===== src/rtl/bundle_issue_ctrl_pkg.sv =====
// Shared definitions for the dual-slot bundle issue controller.
// Contents: bundle field positions, slot opcode/func codes, controller
// state enum, pc_src encodings, flag strobe indices and per-slot control
// vector types.
package bundle_pkg;

  // Bundle field LSB positions
  localparam int S1_OP_LSB   = 0;   // slot 1 op   [4:0]
  localparam int S1_FUNC_LSB = 5;   // slot 1 func [7:5]
  localparam int S1_RD_LSB   = 8;   // slot 1 rd   [10:8]
  localparam int S2_OP_LSB   = 16;  // slot 2 op   [20:16]
  localparam int S2_RS_LSB   = 24;  // slot 2 rs   [26:24]

  // Slot 1 opcodes and ALU-reg func codes
  localparam logic [4:0] OP1_ALU_REG = 5'b01000;
  localparam logic [4:0] OP1_ALU_IMM = 5'b00101;
  localparam logic [4:0] OP1_NOP     = 5'b00000;
  localparam logic [2:0] FUNC_ARITH  = 3'b100;  // alu_op 00, writes c+v
  localparam logic [2:0] FUNC_SHIFT  = 3'b011;  // alu_op 11, writes c
  localparam logic [2:0] FUNC_LOGIC  = 3'b010;  // alu_op 10, no c/v

  // Slot 2 opcodes
  localparam logic [4:0] OP2_LOAD   = 5'b01010;
  localparam logic [4:0] OP2_STORE  = 5'b01011;
  localparam logic [4:0] OP2_JUMP   = 5'b11110;
  localparam logic [4:0] OP2_BRANCH = 5'b11011;
  localparam logic [4:0] OP2_NOP    = 5'b00000;

  // pc_src encodings
  localparam logic [1:0] PC_SEQ    = 2'b00;
  localparam logic [1:0] PC_BRANCH = 2'b01;
  localparam logic [1:0] PC_JUMP   = 2'b10;

  // Flag strobe bit indices within {z,n,c,v}
  localparam int FLAG_Z = 3;
  localparam int FLAG_N = 2;
  localparam int FLAG_C = 1;
  localparam int FLAG_V = 0;

  typedef enum logic [1:0] {
    ST_IDLE,
    ST_EXEC,
    ST_SPLIT,
    ST_MEM
  } state_t;

  typedef struct packed {
    logic       reg_write;
    logic [3:0] flag_we;
    logic [1:0] alu_op;
    logic       alu_src_a;
    logic       alu_src_b;
  } slot1_ctrl_t;

  typedef struct packed {
    logic load;
    logic store;
    logic jump;
    logic branch;
  } slot2_ctrl_t;

  function automatic logic [3:0] flag_bit(input int idx);
    return 4'b0001 << idx;
  endfunction

endpackage


===== src/rtl/bundle_issue_ctrl_if.sv =====
// Handshake/control bundle between the issue controller and its
// neighbours (fetch register, register file, ALU, flag register, data
// memory port).
//   master: the controller (drives strobes, ir_ready, mem_req/mem_we)
//   slave : the datapath / environment side
interface bundle_issue_ctrl_if;
  logic        ir_valid;
  logic [31:0] ir;
  logic        ir_ready;
  logic        branch_taken;
  logic        mem_ack;
  logic        mem_req;
  logic        mem_we;
  logic        reg_write1;
  logic        reg_write2;
  logic [3:0]  flag_we1;
  logic [3:0]  flag_we2;
  logic [1:0]  alu_op;
  logic        alu_src_a;
  logic        alu_src_b;
  logic        pc_write;
  logic [1:0]  pc_src;
  logic        illegal;
  logic        mem_err;

  modport master (
    input  ir_valid, ir, branch_taken, mem_ack,
    output ir_ready, mem_req, mem_we, reg_write1, reg_write2,
           flag_we1, flag_we2, alu_op, alu_src_a, alu_src_b,
           pc_write, pc_src, illegal, mem_err
  );

  modport slave (
    output ir_valid, ir, branch_taken, mem_ack,
    input  ir_ready, mem_req, mem_we, reg_write1, reg_write2,
           flag_we1, flag_we2, alu_op, alu_src_a, alu_src_b,
           pc_write, pc_src, illegal, mem_err
  );
endinterface


===== src/rtl/bundle_issue_ctrl_slot_decode.sv =====
// slot_decode: combinational decode of one 32-bit bundle.
// Ports:
//   bundle  in  32  latched bundle
//   s1      out     slot 1 register/flag/ALU controls (zero when nop/illegal)
//   s2      out     slot 2 kind (load/store/jump/branch, all zero for nop)
//   illegal out 1   either slot carries an undecodable op/func
//   hazard  out 1   slot 2 load/store reads the register slot 1 writes
module slot_decode
  import bundle_pkg::*;
(
  input  logic [31:0] bundle,
  output slot1_ctrl_t s1,
  output slot2_ctrl_t s2,
  output logic        illegal,
  output logic        hazard
);

  logic [4:0] op1;
  logic [2:0] func1;
  logic [2:0] rd1;
  logic [4:0] op2;
  logic [2:0] rs2;
  logic       ill1;
  logic       ill2;

  assign op1   = bundle[S1_OP_LSB   +: 5];
  assign func1 = bundle[S1_FUNC_LSB +: 3];
  assign rd1   = bundle[S1_RD_LSB   +: 3];
  assign op2   = bundle[S2_OP_LSB   +: 5];
  assign rs2   = bundle[S2_RS_LSB   +: 3];

  // Reserved bundle bits carry no meaning for this controller.
  logic unused_bits;
  assign unused_bits = ^{bundle[15:11], bundle[23:21], bundle[31:27]};

  always_comb begin
    s1   = '0;
    ill1 = 1'b0;
    case (op1)
      OP1_ALU_REG: begin
        case (func1)
          FUNC_ARITH: begin
            s1.reg_write = 1'b1;
            s1.alu_op    = 2'b00;
            s1.flag_we   = flag_bit(FLAG_Z) | flag_bit(FLAG_N) |
                           flag_bit(FLAG_C) | flag_bit(FLAG_V);
          end
          FUNC_SHIFT: begin
            s1.reg_write = 1'b1;
            s1.alu_op    = 2'b11;
            s1.flag_we   = flag_bit(FLAG_Z) | flag_bit(FLAG_N) | flag_bit(FLAG_C);
          end
          FUNC_LOGIC: begin
            s1.reg_write = 1'b1;
            s1.alu_op    = 2'b10;
            s1.flag_we   = flag_bit(FLAG_Z) | flag_bit(FLAG_N);
          end
          default: ill1 = 1'b1;  // unknown func degrades to nop
        endcase
      end
      OP1_ALU_IMM: begin
        s1.alu_op    = 2'b01;
        s1.alu_src_a = 1'b1;
        s1.alu_src_b = 1'b1;
        s1.flag_we   = flag_bit(FLAG_Z) | flag_bit(FLAG_N) |
                       flag_bit(FLAG_C) | flag_bit(FLAG_V);
      end
      OP1_NOP: ;
      default: ill1 = 1'b1;
    endcase
  end

  always_comb begin
    s2   = '0;
    ill2 = 1'b0;
    case (op2)
      OP2_LOAD:   s2.load   = 1'b1;
      OP2_STORE:  s2.store  = 1'b1;
      OP2_JUMP:   s2.jump   = 1'b1;
      OP2_BRANCH: s2.branch = 1'b1;
      OP2_NOP:    ;
      default:    ill2 = 1'b1;
    endcase
  end

  assign illegal = ill1 | ill2;
  // The memory op's address register must see slot 1's result, so the
  // bundle is split when slot 2 reads the register slot 1 is writing.
  assign hazard  = s1.reg_write & (s2.load | s2.store) & (rs2 == rd1);

endmodule


===== src/rtl/bundle_issue_ctrl.sv =====
// bundle_issue_ctrl: sequences one dual-slot bundle at a time from the
// fetch register into register-file, flag, ALU, memory and PC controls.
// Ports:
//   clk  in   clock, rising edge
//   rst  in   synchronous active-high reset
//   bus  master modport of bundle_issue_ctrl_if (fetch handshake,
//        datapath strobes, mem_req/mem_ack handshake, illegal, mem_err)
// Parameter MEM_TIMEOUT (2..255): unanswered mem_req cycles before abort.
// Optional feature macro BUNDLE_CTRL_TIMEOUT_EN: when defined, MEM aborts
// after MEM_TIMEOUT cycles without mem_ack and pulses mem_err; when
// undefined, MEM waits indefinitely and mem_err stays 0.
module bundle_issue_ctrl
  import bundle_pkg::*;
#(
  parameter int MEM_TIMEOUT = 16
) (
  input  logic                clk,
  input  logic                rst,
  bundle_issue_ctrl_if.master bus
);

  state_t      state_reg;
  state_t      state_next;
  logic [31:0] bundle_reg;
  slot1_ctrl_t s1;
  slot2_ctrl_t s2;
  logic        dec_illegal;
  logic        dec_hazard;
  logic        timeout;
  logic [3:0]  flag_we1_raw;
  logic [3:0]  flag_we2_v;
  logic [1:0]  s2_pc_src;

  slot_decode u_decode (
    .bundle  (bundle_reg),
    .s1      (s1),
    .s2      (s2),
    .illegal (dec_illegal),
    .hazard  (dec_hazard)
  );

  always_ff @(posedge clk) begin
    if (rst) begin
      state_reg  <= ST_IDLE;
      bundle_reg <= '0;
    end else begin
      state_reg <= state_next;
      if (state_reg == ST_IDLE && bus.ir_valid)
        bundle_reg <= bus.ir;
    end
  end

`ifdef BUNDLE_CTRL_TIMEOUT_EN
  // Counts completed MEM cycles; zero on the first MEM cycle, so the abort
  // cycle follows exactly MEM_TIMEOUT cycles of mem_req.
  logic [7:0] wait_cnt_reg;
  always_ff @(posedge clk) begin
    if (rst || state_reg != ST_MEM)
      wait_cnt_reg <= '0;
    else
      wait_cnt_reg <= wait_cnt_reg + 8'd1;
  end
  assign timeout = (state_reg == ST_MEM) && (wait_cnt_reg == 8'(MEM_TIMEOUT));
`else
  localparam int unused_mem_timeout = MEM_TIMEOUT;
  assign timeout = 1'b0;
`endif

  // Slot 2 PC selection; branch_taken only matters in the branch's final cycle.
  assign s2_pc_src = s2.jump                      ? PC_JUMP   :
                     (s2.branch && bus.branch_taken) ? PC_BRANCH : PC_SEQ;

  always_comb begin
    state_next     = state_reg;
    bus.ir_ready   = 1'b0;
    bus.mem_req    = 1'b0;
    bus.mem_we     = 1'b0;
    bus.reg_write1 = 1'b0;
    bus.reg_write2 = 1'b0;
    bus.alu_op     = 2'b00;
    bus.alu_src_a  = 1'b0;
    bus.alu_src_b  = 1'b0;
    bus.pc_write   = 1'b0;
    bus.pc_src     = PC_SEQ;
    bus.illegal    = 1'b0;
    bus.mem_err    = 1'b0;
    flag_we1_raw   = 4'b0000;
    flag_we2_v     = 4'b0000;

    case (state_reg)
      ST_IDLE: begin
        bus.ir_ready = 1'b1;
        if (bus.ir_valid) state_next = ST_EXEC;
      end
      ST_EXEC: begin
        bus.reg_write1 = s1.reg_write;
        flag_we1_raw   = s1.flag_we;
        bus.alu_op     = s1.alu_op;
        bus.alu_src_a  = s1.alu_src_a;
        bus.alu_src_b  = s1.alu_src_b;
        bus.illegal    = dec_illegal;
        if (dec_hazard) begin
          state_next = ST_SPLIT;
        end else if (s2.load || s2.store) begin
          state_next = ST_MEM;
        end else begin
          bus.pc_write = 1'b1;
          bus.pc_src   = s2_pc_src;
          state_next   = ST_IDLE;
        end
      end
      ST_SPLIT: begin
        // Memory controls only start in MEM, so a split cycle is quiet.
        if (s2.load || s2.store) begin
          state_next = ST_MEM;
        end else begin
          bus.pc_write = 1'b1;
          bus.pc_src   = s2_pc_src;
          state_next   = ST_IDLE;
        end
      end
      ST_MEM: begin
        if (timeout) begin
          bus.mem_err  = 1'b1;
          bus.pc_write = 1'b1;
          state_next   = ST_IDLE;
        end else begin
          bus.mem_req = 1'b1;
          bus.mem_we  = s2.store;
          if (bus.mem_ack) begin
            if (s2.load) begin
              bus.reg_write2 = 1'b1;
              flag_we2_v     = flag_bit(FLAG_Z) | flag_bit(FLAG_N);
            end
            bus.pc_write = 1'b1;
            state_next   = ST_IDLE;
          end
        end
      end
      default: state_next = ST_IDLE;
    endcase

    // Slot 2 owns any flag both slots strobe in the same cycle.
    bus.flag_we1 = flag_we1_raw & ~flag_we2_v;
    bus.flag_we2 = flag_we2_v;

    // A reset cycle aborts the bundle: no write, PC or event strobes.
    if (rst) begin
      bus.reg_write1 = 1'b0;
      bus.reg_write2 = 1'b0;
      bus.flag_we1   = 4'b0000;
      bus.flag_we2   = 4'b0000;
      bus.pc_write   = 1'b0;
      bus.illegal    = 1'b0;
      bus.mem_err    = 1'b0;
    end
  end

endmodule


===== src/flat_wrapper.sv =====
// flat-port wrapper written by rule: the top's interface ports become plain ports
module bundle_issue_ctrl_flat import bundle_pkg::*;
#(
  parameter int MEM_TIMEOUT = 16
)
  (clk, rst, bus_ir_valid, bus_ir, bus_branch_taken, bus_mem_ack, bus_ir_ready, bus_mem_req, bus_mem_we, bus_reg_write1, bus_reg_write2, bus_flag_we1, bus_flag_we2, bus_alu_op, bus_alu_src_a, bus_alu_src_b, bus_pc_write, bus_pc_src, bus_illegal, bus_mem_err);
  bundle_issue_ctrl_if bus_i ();
  input  logic clk;
  input  logic rst;
  input wire logic [$bits(bus_i.ir_valid)-1:0] bus_ir_valid;
  input wire logic [$bits(bus_i.ir)-1:0] bus_ir;
  input wire logic [$bits(bus_i.branch_taken)-1:0] bus_branch_taken;
  input wire logic [$bits(bus_i.mem_ack)-1:0] bus_mem_ack;
  output wire logic [$bits(bus_i.ir_ready)-1:0] bus_ir_ready;
  output wire logic [$bits(bus_i.mem_req)-1:0] bus_mem_req;
  output wire logic [$bits(bus_i.mem_we)-1:0] bus_mem_we;
  output wire logic [$bits(bus_i.reg_write1)-1:0] bus_reg_write1;
  output wire logic [$bits(bus_i.reg_write2)-1:0] bus_reg_write2;
  output wire logic [$bits(bus_i.flag_we1)-1:0] bus_flag_we1;
  output wire logic [$bits(bus_i.flag_we2)-1:0] bus_flag_we2;
  output wire logic [$bits(bus_i.alu_op)-1:0] bus_alu_op;
  output wire logic [$bits(bus_i.alu_src_a)-1:0] bus_alu_src_a;
  output wire logic [$bits(bus_i.alu_src_b)-1:0] bus_alu_src_b;
  output wire logic [$bits(bus_i.pc_write)-1:0] bus_pc_write;
  output wire logic [$bits(bus_i.pc_src)-1:0] bus_pc_src;
  output wire logic [$bits(bus_i.illegal)-1:0] bus_illegal;
  output wire logic [$bits(bus_i.mem_err)-1:0] bus_mem_err;
  assign bus_i.ir_valid = bus_ir_valid;
  assign bus_i.ir = bus_ir;
  assign bus_i.branch_taken = bus_branch_taken;
  assign bus_i.mem_ack = bus_mem_ack;
  assign bus_ir_ready = bus_i.ir_ready;
  assign bus_mem_req = bus_i.mem_req;
  assign bus_mem_we = bus_i.mem_we;
  assign bus_reg_write1 = bus_i.reg_write1;
  assign bus_reg_write2 = bus_i.reg_write2;
  assign bus_flag_we1 = bus_i.flag_we1;
  assign bus_flag_we2 = bus_i.flag_we2;
  assign bus_alu_op = bus_i.alu_op;
  assign bus_alu_src_a = bus_i.alu_src_a;
  assign bus_alu_src_b = bus_i.alu_src_b;
  assign bus_pc_write = bus_i.pc_write;
  assign bus_pc_src = bus_i.pc_src;
  assign bus_illegal = bus_i.illegal;
  assign bus_mem_err = bus_i.mem_err;
  bundle_issue_ctrl #(.MEM_TIMEOUT(MEM_TIMEOUT)) u_core (.clk(clk), .rst(rst), .bus(bus_i));
endmodule

===== config.mk =====
export PLATFORM = sky130hd
export DESIGN_NAME = bundle_issue_ctrl_flat
export DESIGN_NICKNAME = d
export VERILOG_FILES = /design/src/rtl/bundle_issue_ctrl_pkg.sv /design/src/rtl/bundle_issue_ctrl_if.sv /design/src/rtl/bundle_issue_ctrl_slot_decode.sv /design/src/rtl/bundle_issue_ctrl.sv /design/src/flat_wrapper.sv
export SDC_FILE = /design/constraint.sdc
export NUM_CORES = 1
export LEC_CHECK = 0
export BUFFER_PORTS_ARGS = -buffer_cell sky130_fd_sc_hd__buf_2
export CAP_MARGIN = 15
export CORE_ASPECT_RATIO = 1.5
export CORE_MARGIN = 1
export CORE_UTILIZATION = 48
export DETAILED_ROUTE_END_ITERATION = 10
export GPL_TIMING_DRIVEN = 0
export PLACE_DENSITY_LB_ADDON = 0.1
export SYNTH_ARGS = -nofsm -noshare
export SYNTH_HDL_FRONTEND = slang
export SYNTH_SLANG_ARGS = --single-unit
export TNS_END_PERCENT = 5

===== constraint.sdc =====
create_clock -name clk -period 4.1 [get_ports clk]
set_clock_uncertainty 0.2 [all_clocks]
set_input_delay 0.615 -clock clk [delete_from_list [all_inputs] [get_ports clk]]
set_output_delay 0.615 -clock clk [all_outputs]
set_load 0.05 [all_outputs]

==> results.tsv <==
stage	metric	value	unit
run_status	status	complete, no violations	
timing	final.setup.tns	0	ps
logic_synthesis	syn_inst	158	
cts	clk_latency	300	ps
cts	numCtsBuffers	3	
timing	hold_viol_final	0	
drt	dr.pass1.iters	4	
placed_design	portBuffers	41	
setup_path	setup.worst_path.start_class	flip-flop	
power	p_sw	0.000134	W
cts	cts-root-buf	clkbuf_4	
drt	drt-initial-drc-count	20	
floorplanning	num_rows	21	
logic_synthesis	synth_compound_area_frac	0.172	
power	p_seq_frac	0.545	
power	power_density	297	nW/um^2
power	comb_power_share	0.224	
global_routing	grt_usage	0.211	
drt	wl_per_cell	11.2	um
setup_path	cp.required	3280	ps
hold_path	hold_path_class	reg2reg	
power	peakVddDrop	0.000189	V
global_routing	grt.overflow.total	0	
floorplanning	die_w	42.2	um
cts	cts_sinks	21	
final_layout	final_common_cell	nand2_1	
global_routing	grt_pass1_wl	4.42	mm
floorplanning	core	2260	sq um
drt	drc_errors	0	
run	cap_violations	0	
logic_synthesis	synth_top_family_by_area	simple AND/OR/NAND/NOR gates	
logic_synthesis	synth_area	1160	sq um
power	p_leak	0.673	nW
logic_synthesis	synthSimpleGateAreaFrac	0.313	
setup_path	crit_type	reg2out	
placed_design	place_hpwl	2.06	mm
timing	timing.fmax	355	MHz
timing	drv_slew	0	
timing	rsz0062_at_grt	no	
final_layout	mostFrequentLayoutCells	nand2_1, buf_2, a21oi_1	
power	power.internal	0.000291	W
timing	fin_crit_sh	0.687	
final_layout	syn_to_final_growth	23.1	%
floorplanning	ioPinCount	59	
power	switching_share	0.314	
placed_design	gp_congestion	0.847	
cts	post_cts_buffers	0	
setup_path	crit_fanout	5	
cts	cts_tree	yes	
global_routing	grt_max_degree	13	
logic_synthesis	syn_avg_cell_area	7.36	sq um
drt	drtAntennaViolNets	0	
timing	period_needed	2820	ps
placed_design	place_ws	1570	ps
final_layout	layout-drive-gt1-share	0.288	
cts	cts-htree-levels	1	
drt	routed_wl	2.55	mm
power	power.share.clock	0.231	
setup_path	arrival	2000	ps
global_routing	antenna_found_initial	0	
global_routing	grt_pass1_vias	1100	
logic_synthesis	ys_ff_latch	21	
logic_synthesis	yosysWarnings	0	
final_layout	nets	247	
cts	cts_resized	0	
drt	viasPerCell	5.19	
final_layout	antenna_cells	0	
final_layout	largest_register_ffs	19	
timing	setup_violations	0	
cts	max-clock-path-buffers	2	
cts	cts.hold.buffers_added	0	
cts	clk_pin_slew	110	ps
drt	vias	1183	
floorplanning	fp.dieH	62.3	um
logic_synthesis	synthAdderAreaFrac	0.0431	
logic_synthesis	synth_mux_area_frac	0	
floorplanning	initial_utilization	0.514	
setup_path	endpoint_kind	primary output	
floorplanning	dieArea	2630	sq um
power	finalPower	0.000425	W
logic_synthesis	synth.distinct_cells	32	
timing	worst_slack	1280	ps
logic_synthesis	ys_seq_area_frac	0.362	
logic_synthesis	synthXorXnorAreaFrac	0.0301	
[power by group through the flow]
stage / sequential, W / clock [W] / combinational [W]
after detailed placement: 0.000236 / 0 / 0.0000959
after global placement: 0.000235 / 0 / 0.0000930
after floorplan: 0.000233 / 0 / 0.0000714
after CTS: 0.000231 / 0.000101 / 0.0000963
final: 0.000232 / 0.0000980 / 0.0000953
after global routing: 0.000234 / 0.000110 / 0.000107
[worst paths after layout]
check / startpoint / endpoint / slack (ps) / cells past startpoint
min reg2reg: u_core.bundle_reg[26] / u_core.bundle_reg[26] / 280 / 2
min: u_core.bundle_reg[26] / u_core.bundle_reg[26] / 280 / 2
max: u_core.bundle_reg[0] / bus_flag_we1[3] / 1280 / 5
max reg2reg: u_core.state_reg[0] / u_core.bundle_reg[4] / 2230 / 6
[worst max-delay path, cell delays in order, from the launching register on]
cell	delay, ps
dfxtp_1	390
nor4_4	350
o211ai_2	170
a221oi_1	370
buf_4	170
buf_2	250
[cell usage after synthesis, drive strengths merged]
master,n,area share
nand2,46,0.15
a21oi,22,0.095
dfxtp,21,0.36
buf,9,0.054
nand3,5,0.022
nor2,5,0.016
and3,4,0.023
clkbuf,4,0.013
ha,4,0.043
nand2b,4,0.022
o21ai,4,0.017
xnor2,4,0.030
inv,3,0.0097
nor2b,3,0.016
nor4,3,0.029
o211ai,3,0.024
a31oi,2,0.011
and2,2,0.012
nor3,2,0.0086
a211oi,1,0.0065
a221oi,1,0.0075
conb,1,0.0032
nand4,1,0.0054
nor3b,1,0.0065
o21bai,1,0.0065
o22ai,1,0.0054
or2,1,0.0054
[final cells by class]
type	instances	area, sq um
fill	233	828
multi-input combinational	123	661
sequential	21	420
timing repair buffer	41	205
buffer	13	77.6
tap	23	28.8
clock buffer	3	22.5
inverter	3	11.3
clock inverter	1	5.00
[per-layer routing]
layer,global-route usage,up-vias,part of all wire
met5,0,-,0
met4,0.0703,0,0.016
met3,0.0291,5,0.038
met2,0.400,31,0.55
met1,0.229,532,0.39
li1,-,615,-
[cells by family after synthesis]
group	Yosys count
other	1
buffers and inverters	16
and+or+nand+nor	77
AOI/OAI and AO/OA	35
adders and majority gates	4
xor gates and xnor gates	4
DFF	21
[stage by stage]
stage | hold WS (ps) | utilization | instance area (sq um) | cells
floorplan | 245 | - | 1170 | 160
global placement | 255 | 0.621 | 1400 | 224
detailed placement | 263 | 0.621 | 1400 | 224
CTS | 279 | 0.633 | 1430 | 228
global route | 304 | 0.633 | 1430 | 228
finish | 278 | 0.633 | 1430 | 228
Note: power is estimated with default switching activity, not from simulation.
